`src/rtl/corr_pkg.sv`:
```
// -----------------------------------------------------------------------------
// corr_pkg
// Shared definitions for the stream correlator: the correlation mode encoding
// and the width-generic bit-manipulation helpers used by the datapath.
// Helpers operate on CORR_MAX_W-wide vectors plus a run-time width argument so
// that any instance width up to CORR_MAX_W can share one definition; callers
// zero-extend their operands and truncate the result back to their own width.
// -----------------------------------------------------------------------------
package corr_pkg;

   localparam int CORR_MAX_W = 64;

   typedef enum logic {
      CORR_DIRECT = 1'b0,
      CORR_FOLD   = 1'b1
   } corr_mode_e;

   // Interleave fold: odd window bits (descending) fill the upper half,
   // even window bits (ascending) fill the lower half, both read from the MSB.
   // Output bit o in the upper half takes w[2o-width+1]; in the lower half it
   // takes w[width-2-2o].
   function automatic logic [CORR_MAX_W-1:0] fold(input logic [CORR_MAX_W-1:0] w,
                                                  input int                    width);
      logic [CORR_MAX_W-1:0] f;
      logic [CORR_MAX_W-1:0] sh;
      int                    src;
      f   = '0;
      sh  = '0;
      src = 32'sd0;
      for (int o = 32'sd0; o < CORR_MAX_W; o++) begin
         if (o < width) begin
            if (o >= (width / 32'sd2)) begin
               src = (32'sd2 * o) - width + 32'sd1;
            end else begin
               src = width - 32'sd2 - (32'sd2 * o);
            end
            sh   = w >> src;
            f[o] = sh[0];
         end else begin
            f[o] = 1'b0;
         end
      end
      return f;
   endfunction

   // Rotate the low 'width' bits of p left by n (0 <= n < width).
   function automatic logic [CORR_MAX_W-1:0] rotl(input logic [CORR_MAX_W-1:0] p,
                                                  input int                    n,
                                                  input int                    width);
      logic [CORR_MAX_W-1:0] mask;
      logic [CORR_MAX_W-1:0] pm;
      mask = ~({CORR_MAX_W{1'b1}} << width);
      pm   = p & mask;
      return ((pm << n) | (pm >> (width - n))) & mask;
   endfunction

   // Number of zero bits among the low 'width' bits of x.
   function automatic int popcount_zeros(input logic [CORR_MAX_W-1:0] x,
                                         input int                    width);
      int cnt;
      cnt = 32'sd0;
      for (int i = 32'sd0; i < CORR_MAX_W; i++) begin
         if ((i < width) && (x[i] == 1'b0)) begin
            cnt = cnt + 32'sd1;
         end else begin
            cnt = cnt;
         end
      end
      return cnt;
   endfunction

endpackage

```
`src/rtl/corr_score.sv`:
```
// -----------------------------------------------------------------------------
// corr_score
// Combinational scoring of one correlation word: counts the matching (zero)
// bits and compares the count against a threshold.
// Ports:
//   corr      in   WIDTH  correlation word (0 bit = pattern match)
//   threshold in   SW     minimum score for a match
//   score     out  SW     number of zero bits in corr
//   match     out  1      score >= threshold
// -----------------------------------------------------------------------------
module corr_score
   import corr_pkg::*;
#(
   parameter  int WIDTH = 10,
   localparam int SW    = $clog2(WIDTH + 1)
) (
   input  logic [WIDTH-1:0] corr,
   input  logic [SW-1:0]    threshold,
   output logic [SW-1:0]    score,
   output logic             match
);

   logic [SW-1:0] score_s;

   // Zero-count and threshold compare; threshold 0 always matches and any
   // threshold above WIDTH can never be reached.
   always_comb begin
      score_s = SW'(popcount_zeros(CORR_MAX_W'(corr), WIDTH));
      score   = score_s;
      match   = (score_s >= threshold);
   end

endmodule

```
`src/rtl/stream_correlator.sv`:
```
// -----------------------------------------------------------------------------
// stream_correlator
// Slides a WIDTH-bit window over a serial bit stream and correlates each full
// window against a programmable pattern. Two-stage valid/ready pipeline:
// S1 holds the correlation word and its threshold, S2 holds the registered
// result (correlation, score, match).
// Ports:
//   clk          in   1      rising-edge clock
//   reset_n      in   1      asynchronous active-low reset (clears pattern too)
//   flush        in   1      synchronous: empty window and pipeline
//   pattern_load in   1      capture pattern_in at this edge
//   pattern_in   in   WIDTH  new pattern
//   mode         in   1      0 = DIRECT, 1 = FOLD (sampled per accepted bit)
//   threshold    in   SW     match threshold (sampled per accepted bit)
//   in_valid     in   1      in_bit valid
//   in_bit       in   1      serial data bit
//   in_ready     out  1      bit accepted when in_valid && in_ready
//   out_valid    out  1      result valid
//   out_ready    in   1      downstream accepts result
//   correlation  out  WIDTH  correlation word
//   score        out  SW     number of matching bits
//   match        out  1      score >= threshold
//   window_full  out  1      WIDTH bits accepted since reset/flush
// -----------------------------------------------------------------------------
module stream_correlator
   import corr_pkg::*;
#(
   parameter  int WIDTH = 10,
   parameter  int ROT   = 3,
   localparam int SW    = $clog2(WIDTH + 1)
) (
   input  logic             clk,
   input  logic             reset_n,
   input  logic             flush,
   input  logic             pattern_load,
   input  logic [WIDTH-1:0] pattern_in,
   input  logic             mode,
   input  logic [SW-1:0]    threshold,
   input  logic             in_valid,
   input  logic             in_bit,
   output logic             in_ready,
   output logic             out_valid,
   input  logic             out_ready,
   output logic [WIDTH-1:0] correlation,
   output logic [SW-1:0]    score,
   output logic             match,
   output logic             window_full
);

   localparam logic [SW-1:0] FULL_CNT = SW'(WIDTH);

   // State
   logic [WIDTH-1:0] pattern_r;
   logic [WIDTH-1:0] win_r;
   logic [SW-1:0]    cnt_r;
   logic             run_r;
   logic             window_full_r;
   logic             v1_r;
   logic [WIDTH-1:0] corr1_r;
   logic [SW-1:0]    thr1_r;
   logic             out_valid_r;
   logic [WIDTH-1:0] correlation_r;
   logic [SW-1:0]    score_r;
   logic             match_r;

   // Combinational
   logic             adv1_s;
   logic             adv2_s;
   logic             accept_s;
   logic [WIDTH-1:0] win_next_s;
   logic [SW-1:0]    cnt_next_s;
   logic             full_next_s;
   logic [WIDTH-1:0] fold_win_s;
   logic [WIDTH-1:0] rot_pat_s;
   logic [WIDTH-1:0] corr_next_s;
   logic [SW-1:0]    score_s;
   logic             match_s;

   // Handshake: a stage may load when it is empty or its successor advances.
   // run_r keeps in_ready low while reset is asserted and until the first edge after.
   always_comb begin
      adv2_s   = ~out_valid_r | out_ready;
      adv1_s   = ~v1_r | adv2_s;
      in_ready = adv1_s & ~flush & run_r;
      accept_s = in_valid & in_ready;
   end

   // Next window / bit count as seen by the bit being accepted this cycle.
   always_comb begin
      if (accept_s) begin
         win_next_s = {win_r[WIDTH-2:0], in_bit};
         if (cnt_r != FULL_CNT) begin
            cnt_next_s = cnt_r + {{(SW-1){1'b0}}, 1'b1};
         end else begin
            cnt_next_s = cnt_r;
         end
      end else begin
         win_next_s = win_r;
         cnt_next_s = cnt_r;
      end
      full_next_s = (cnt_next_s == FULL_CNT);
   end

   // Correlation word for S1. pattern_r is the pre-load value when pattern_load
   // coincides with an accept, so that bit correlates against the old pattern.
   always_comb begin
      fold_win_s = WIDTH'(fold(CORR_MAX_W'(win_next_s), WIDTH));
      rot_pat_s  = WIDTH'(rotl(CORR_MAX_W'(pattern_r), ROT, WIDTH));
      case (corr_mode_e'(mode))
         CORR_DIRECT: corr_next_s = win_next_s ^ pattern_r;
         CORR_FOLD:   corr_next_s = fold_win_s ^ rot_pat_s;
         default:     corr_next_s = win_next_s ^ pattern_r;
      endcase
   end

   // Run enable: set at the first clock edge after reset release.
   always_ff @(posedge clk or negedge reset_n) begin
      if (!reset_n) begin
         run_r <= 1'b0;
      end else begin
         run_r <= 1'b1;
      end
   end

   // Pattern register; flush deliberately leaves it untouched.
   always_ff @(posedge clk or negedge reset_n) begin
      if (!reset_n) begin
         pattern_r <= '0;
      end else if (pattern_load) begin
         pattern_r <= pattern_in;
      end
   end

   // Shift window, saturating bit count and window-full flag.
   always_ff @(posedge clk or negedge reset_n) begin
      if (!reset_n) begin
         win_r         <= '0;
         cnt_r         <= '0;
         window_full_r <= 1'b0;
      end else if (flush) begin
         win_r         <= '0;
         cnt_r         <= '0;
         window_full_r <= 1'b0;
      end else begin
         win_r         <= win_next_s;
         cnt_r         <= cnt_next_s;
         window_full_r <= full_next_s;
      end
   end

   // Stage 1: only bits that complete (or extend) a full window produce a result.
   always_ff @(posedge clk or negedge reset_n) begin
      if (!reset_n) begin
         v1_r    <= 1'b0;
         corr1_r <= '0;
         thr1_r  <= '0;
      end else if (flush) begin
         v1_r    <= 1'b0;
      end else if (adv1_s) begin
         v1_r <= accept_s & full_next_s;
         if (accept_s) begin
            corr1_r <= corr_next_s;
            thr1_r  <= threshold;
         end
      end
   end

   corr_score #(
      .WIDTH     (WIDTH)
   ) u_score (
      .corr      (corr1_r),
      .threshold (thr1_r),
      .score     (score_s),
      .match     (match_s)
   );

   // Stage 2: registered result, held stable while out_ready is low.
   always_ff @(posedge clk or negedge reset_n) begin
      if (!reset_n) begin
         out_valid_r   <= 1'b0;
         correlation_r <= '0;
         score_r       <= '0;
         match_r       <= 1'b0;
      end else if (flush) begin
         out_valid_r   <= 1'b0;
      end else if (adv2_s) begin
         out_valid_r <= v1_r;
         if (v1_r) begin
            correlation_r <= corr1_r;
            score_r       <= score_s;
            match_r       <= match_s;
         end
      end
   end

   assign out_valid   = out_valid_r;
   assign correlation = correlation_r;
   assign score       = score_r;
   assign match       = match_r;
   assign window_full = window_full_r;

endmodule
```
`config.mk`:
```
export PLATFORM = sky130hd
export DESIGN_NAME = stream_correlator
export DESIGN_NICKNAME = d
export VERILOG_FILES = /design/src/rtl/corr_pkg.sv /design/src/rtl/corr_score.sv /design/src/rtl/stream_correlator.sv
export SDC_FILE = /design/constraint.sdc
export NUM_CORES = 1
export LEC_CHECK = 0
export BUFFER_PORTS_ARGS = -buffer_cell sky130_fd_sc_hd__clkbuf_2
export CAP_MARGIN = 0
export CORE_MARGIN = 10
export CORE_UTILIZATION = 60
export CTS_CLUSTER_SIZE = 30
export DETAILED_ROUTE_END_ITERATION = 7
export PLACE_DENSITY = 0.81
export SKIP_CTS_REPAIR_TIMING = 1
export SLEW_MARGIN = 15
export SYNTH_ARGS = -nofsm -noshare
export SYNTH_HDL_FRONTEND = slang
export SYNTH_HIERARCHICAL = 1
export SYNTH_SLANG_ARGS = --single-unit
```
`constraint.sdc`:
```
create_clock -name clk -period 8.15 [get_ports clk]
set_input_delay 1.2225 -clock clk [delete_from_list [all_inputs] [get_ports clk]]
set_output_delay 1.2225 -clock clk [all_outputs]
set_load 0.01 [all_outputs]
```
==> results.toml <==
[die]
die_width_um = 97.3
die_area_um2 = 9460
pin_count = 40
initial_utilization = 0.612
rows = 28
core_area_um2 = 5850
die_h_um = 97.3

[sta]
relSlewSlack = 0.529
worst_pin_slew_ns = 0.707
holdWs_ns = 0.488
tns_ns = 0
fin_skew_ns = 0.00886
drv_slew = 0
setup_viol = 0
hold_viol = 0
period_needed_ns = 5.68
rsz0062_at_grt = "false"
fmax_ghz = 0.176
fin_crit_sh = 0.697

[yosys]
synthTopCellsByArea = "dfrtp_1 39%, mux2_2 8.5%, xnor2_1 6.6%"
syn_inst = 368
synth_top_area_cell = "dfrtp_1"
ys_async_sr_fraction = 1.00
dominantRegCellSynth = "dfrtp_1"
synth.cell_area_um2 = 3580
synth-edff-count = 0
ys_warn_count = 6
synth-seq-area-share = 0.391
synth_nets = 406
avgSynthCellArea_um2 = 9.73
synth_top_area_share = 0.391
ys_seq_elements = 56
synth.distinct_cells = 62

[pwr]
swShare = 0.423
sequentialPowerShare = 0.238
p_int_mw = 0.802
p_per_area_nw_per_um2 = 359
pwr-share-comb = 0.651
p_leak_nw = 1.80
switchingPower_mw = 0.588
clockPowerShare = 0.111
ir_drop_mv = 0.269
finalPower_mw = 1.39

[worst_setup_path]
path_cells = "inv_1 > ha_1 > xnor2_2 > ha_1 > nor2b_1 > a211oi_1 > a21oi_1 > o211ai_2 > ha_1 > or2_2 > nand3_1 > o221a_2 > ha_1 > xnor2_1 > a211oi_2 > ha_1 > nor2b_1 > xnor2_1 > xnor2_1 > ha_1 > nor2b_1 > o21ai_0 > nand2b_1 > mux2_2"
worst-setup-path-type = "flop to flop"
start_kind = "flop"
worst-path-max-fanout = 10
cp_common_cell = "ha_1"
slowest_delay_ns = 0.44
end_kind = "flop"
cp_num_buf_inv = 1
reg2reg_depth = 24
worst_ep_arrival_time_ns = 5.88
cpMaxStageDelayCell = "ha_1"
cp_top_family = "adder cells"
required_ns = 8.35
cp.depth = 24

[clock_network]
htreeDepth = 2
cts_buffers = 5
cts_root_buffer = "clkbuf_8"
cts_tree = "done"
cts_max_path_buffers = 2
clock_latency_ns = 0.30
clock_sinks = 56
path_clk_slew_ns = 0.10

[status]
status = "completed"

[final_layout]
nNetsFinal = 437
drive_above_1_share = 0.233
finalNonFillerCells = 475
final_core_util = 0.661
synthToLayoutAreaGrowth_pct = 8.03
num_antenna_cells = 0

[routing]
routed-wl-met2_mm = 3.58
vias_per_cell = 5.56
wl_per_cell_um = 14.6
drt-met1-wl_mm = 3.09
drtAntennaViolNets = 0
dr_total_vias = 2642
wl_met3_um = 213
highest_layer = "met4"
drc = 0
drt_iter0_markers = 110
drtPass1Iterations = 4
routed_wl_mm = 6.96

[placement]
hpwl_mm = 5.21
placedCellCount = 467
gp_congestion = 0.815
io_buffers = 39

[hold_path]
min_path_cells = 2
min_path_type = "flop to flop"

[global_routing]
grt_pass1_wl_mm = 12.3
grt_pass1_vias = 2676
antenna_found_initial = 0
grt_usage = 0.149
grt_max_degree = 57
overflow = 0

[job]
drv_cap = 0
## worst paths after layout
check | endpoint | startpoint | slack [ns]
max | match$_DFFE_PN0P_ | corr1_r[0]$_DFFE_PN0P_ | 2.47
min | thr1_r[1]$_DFFE_PN0P_ | thr1_r[1]$_DFFE_PN0P_ | 0.49
max reg2reg | match$_DFFE_PN0P_ | corr1_r[0]$_DFFE_PN0P_ | 2.47
min reg2reg | thr1_r[1]$_DFFE_PN0P_ | thr1_r[1]$_DFFE_PN0P_ | 0.49
max in group asynchronous | correlation[3]$_DFFE_PN0P_ | reset_n | 6.64
min in group asynchronous | score[2]$_DFFE_PN0P_ | reset_n | 1.03
## Yosys cell counts (2+ instances only)
cell type	n
a211oi_2	2
a31oi_1	2
buf_2	7
a211oi_1	2
clkbuf_1	4
o21ai_0	19
nand2b_1	5
nor4b_1	2
or3_1	2
mux2_2	27
nand2_1	51
o31ai_1	2
o22ai_1	3
nand3b_1	4
xor2_1	13
nor2_1	25
nand3_1	4
xnor2_1	27
inv_1	14
o211ai_1	2
mux2i_1	2
buf_6	4
ha_1	16
nor2b_1	8
nor3_1	4
a21oi_1	26
dfrtp_1	56
## power groups by stage
stage	Clock (mW)	Combinational (mW)	Sequential [mW]
finish	0.155	0.904	0.331
global route	0.172	1.04	0.336
CTS	0.161	0.905	0.331
detailed placement	0	0.901	0.336
global placement	0	0.842	0.334
floorplan	0	0.768	0.320
## worst reg2reg max path: cells and delay by family, from the launching register on
family	cells	cell delay, ns
xor gates and xnor gates	4	0.75
AOI/OAI and AO/OA	6	1.38
and+or+nand+nor	6	0.92
buffers and inverters	1	0.08
muxes	1	0.25
adders and majority gates	6	1.75
DFF	1	0.42
## sequential cells by signal (all words and copies together) (netlist names)
| name | cells |
|---|---|
| cnt_r | 4 |
| corr1_r | 10 |
| correlation | 10 |
| match | 1 |
| out_valid | 1 |
| pattern_r | 10 |
| run_r | 1 |
| score | 4 |
| thr1_r | 4 |
| v1_r | 1 |
| win_r | 9 |
| window_full | 1 |
## cell families (layout without fill, tap and decap cells)
| group | Yosys count | in the layout | share of synthesized area |
|---|---|---|---|
| other | 1 | 1 | 0.00105 |
| flip-flops | 56 | 56 | 0.391 |
| multiplexers | 30 | 30 | 0.0947 |
| buffers and inverters | 31 | 63 | 0.0444 |
| AND/OR/NAND/NOR | 119 | 119 | 0.167 |
| AO/OA/AOI/OAI | 72 | 72 | 0.133 |
| adder cells (fa/ha/maj) | 16 | 16 | 0.0559 |
| XOR/XNOR | 43 | 43 | 0.113 |
## layout make-up
class,instances,area [um^2]
multi-input cells,281,2020
fillers,449,1980
flip-flops and latches,56,1400
repair buffers,41,210
well taps,75,93.8
clock buffers,8,90.1
inverters,14,52.6
## layer usage
| metal | vias to the layer above | GRT usage |
|---|---|---|
| li1 | 1325 | - |
| met1 | 1274 | 0.183 |
| met2 | 36 | 0.259 |
| met3 | 7 | 0.0306 |
| met4 | 0 | 0.0380 |
| met5 | - | 0 |
## through the flow
step           cell area, um^2  setup slack [ns]
2_1_floorplan             3580              3.05
3_3_place_gp              3780              2.81
4_1_cts                   3870              2.54
5_1_grt                   3870              2.04
3_5_place_dp              3780              2.55
6_report                  3870              2.47
## layout by cell type, fill, tap and decap left out, types with 13 or more instances in the layout
| cell | instances |
|---|---|
| a21oi_1 | 26 |
| clkbuf_2 | 39 |
| dfrtp_1 | 56 |
| ha_1 | 16 |
| inv_1 | 14 |
| mux2_2 | 27 |
| nand2_1 | 51 |
| nor2_1 | 25 |
| o21ai_0 | 19 |
| xnor2_1 | 27 |
| xor2_1 | 13 |
(Power assumes the default switching activity.)
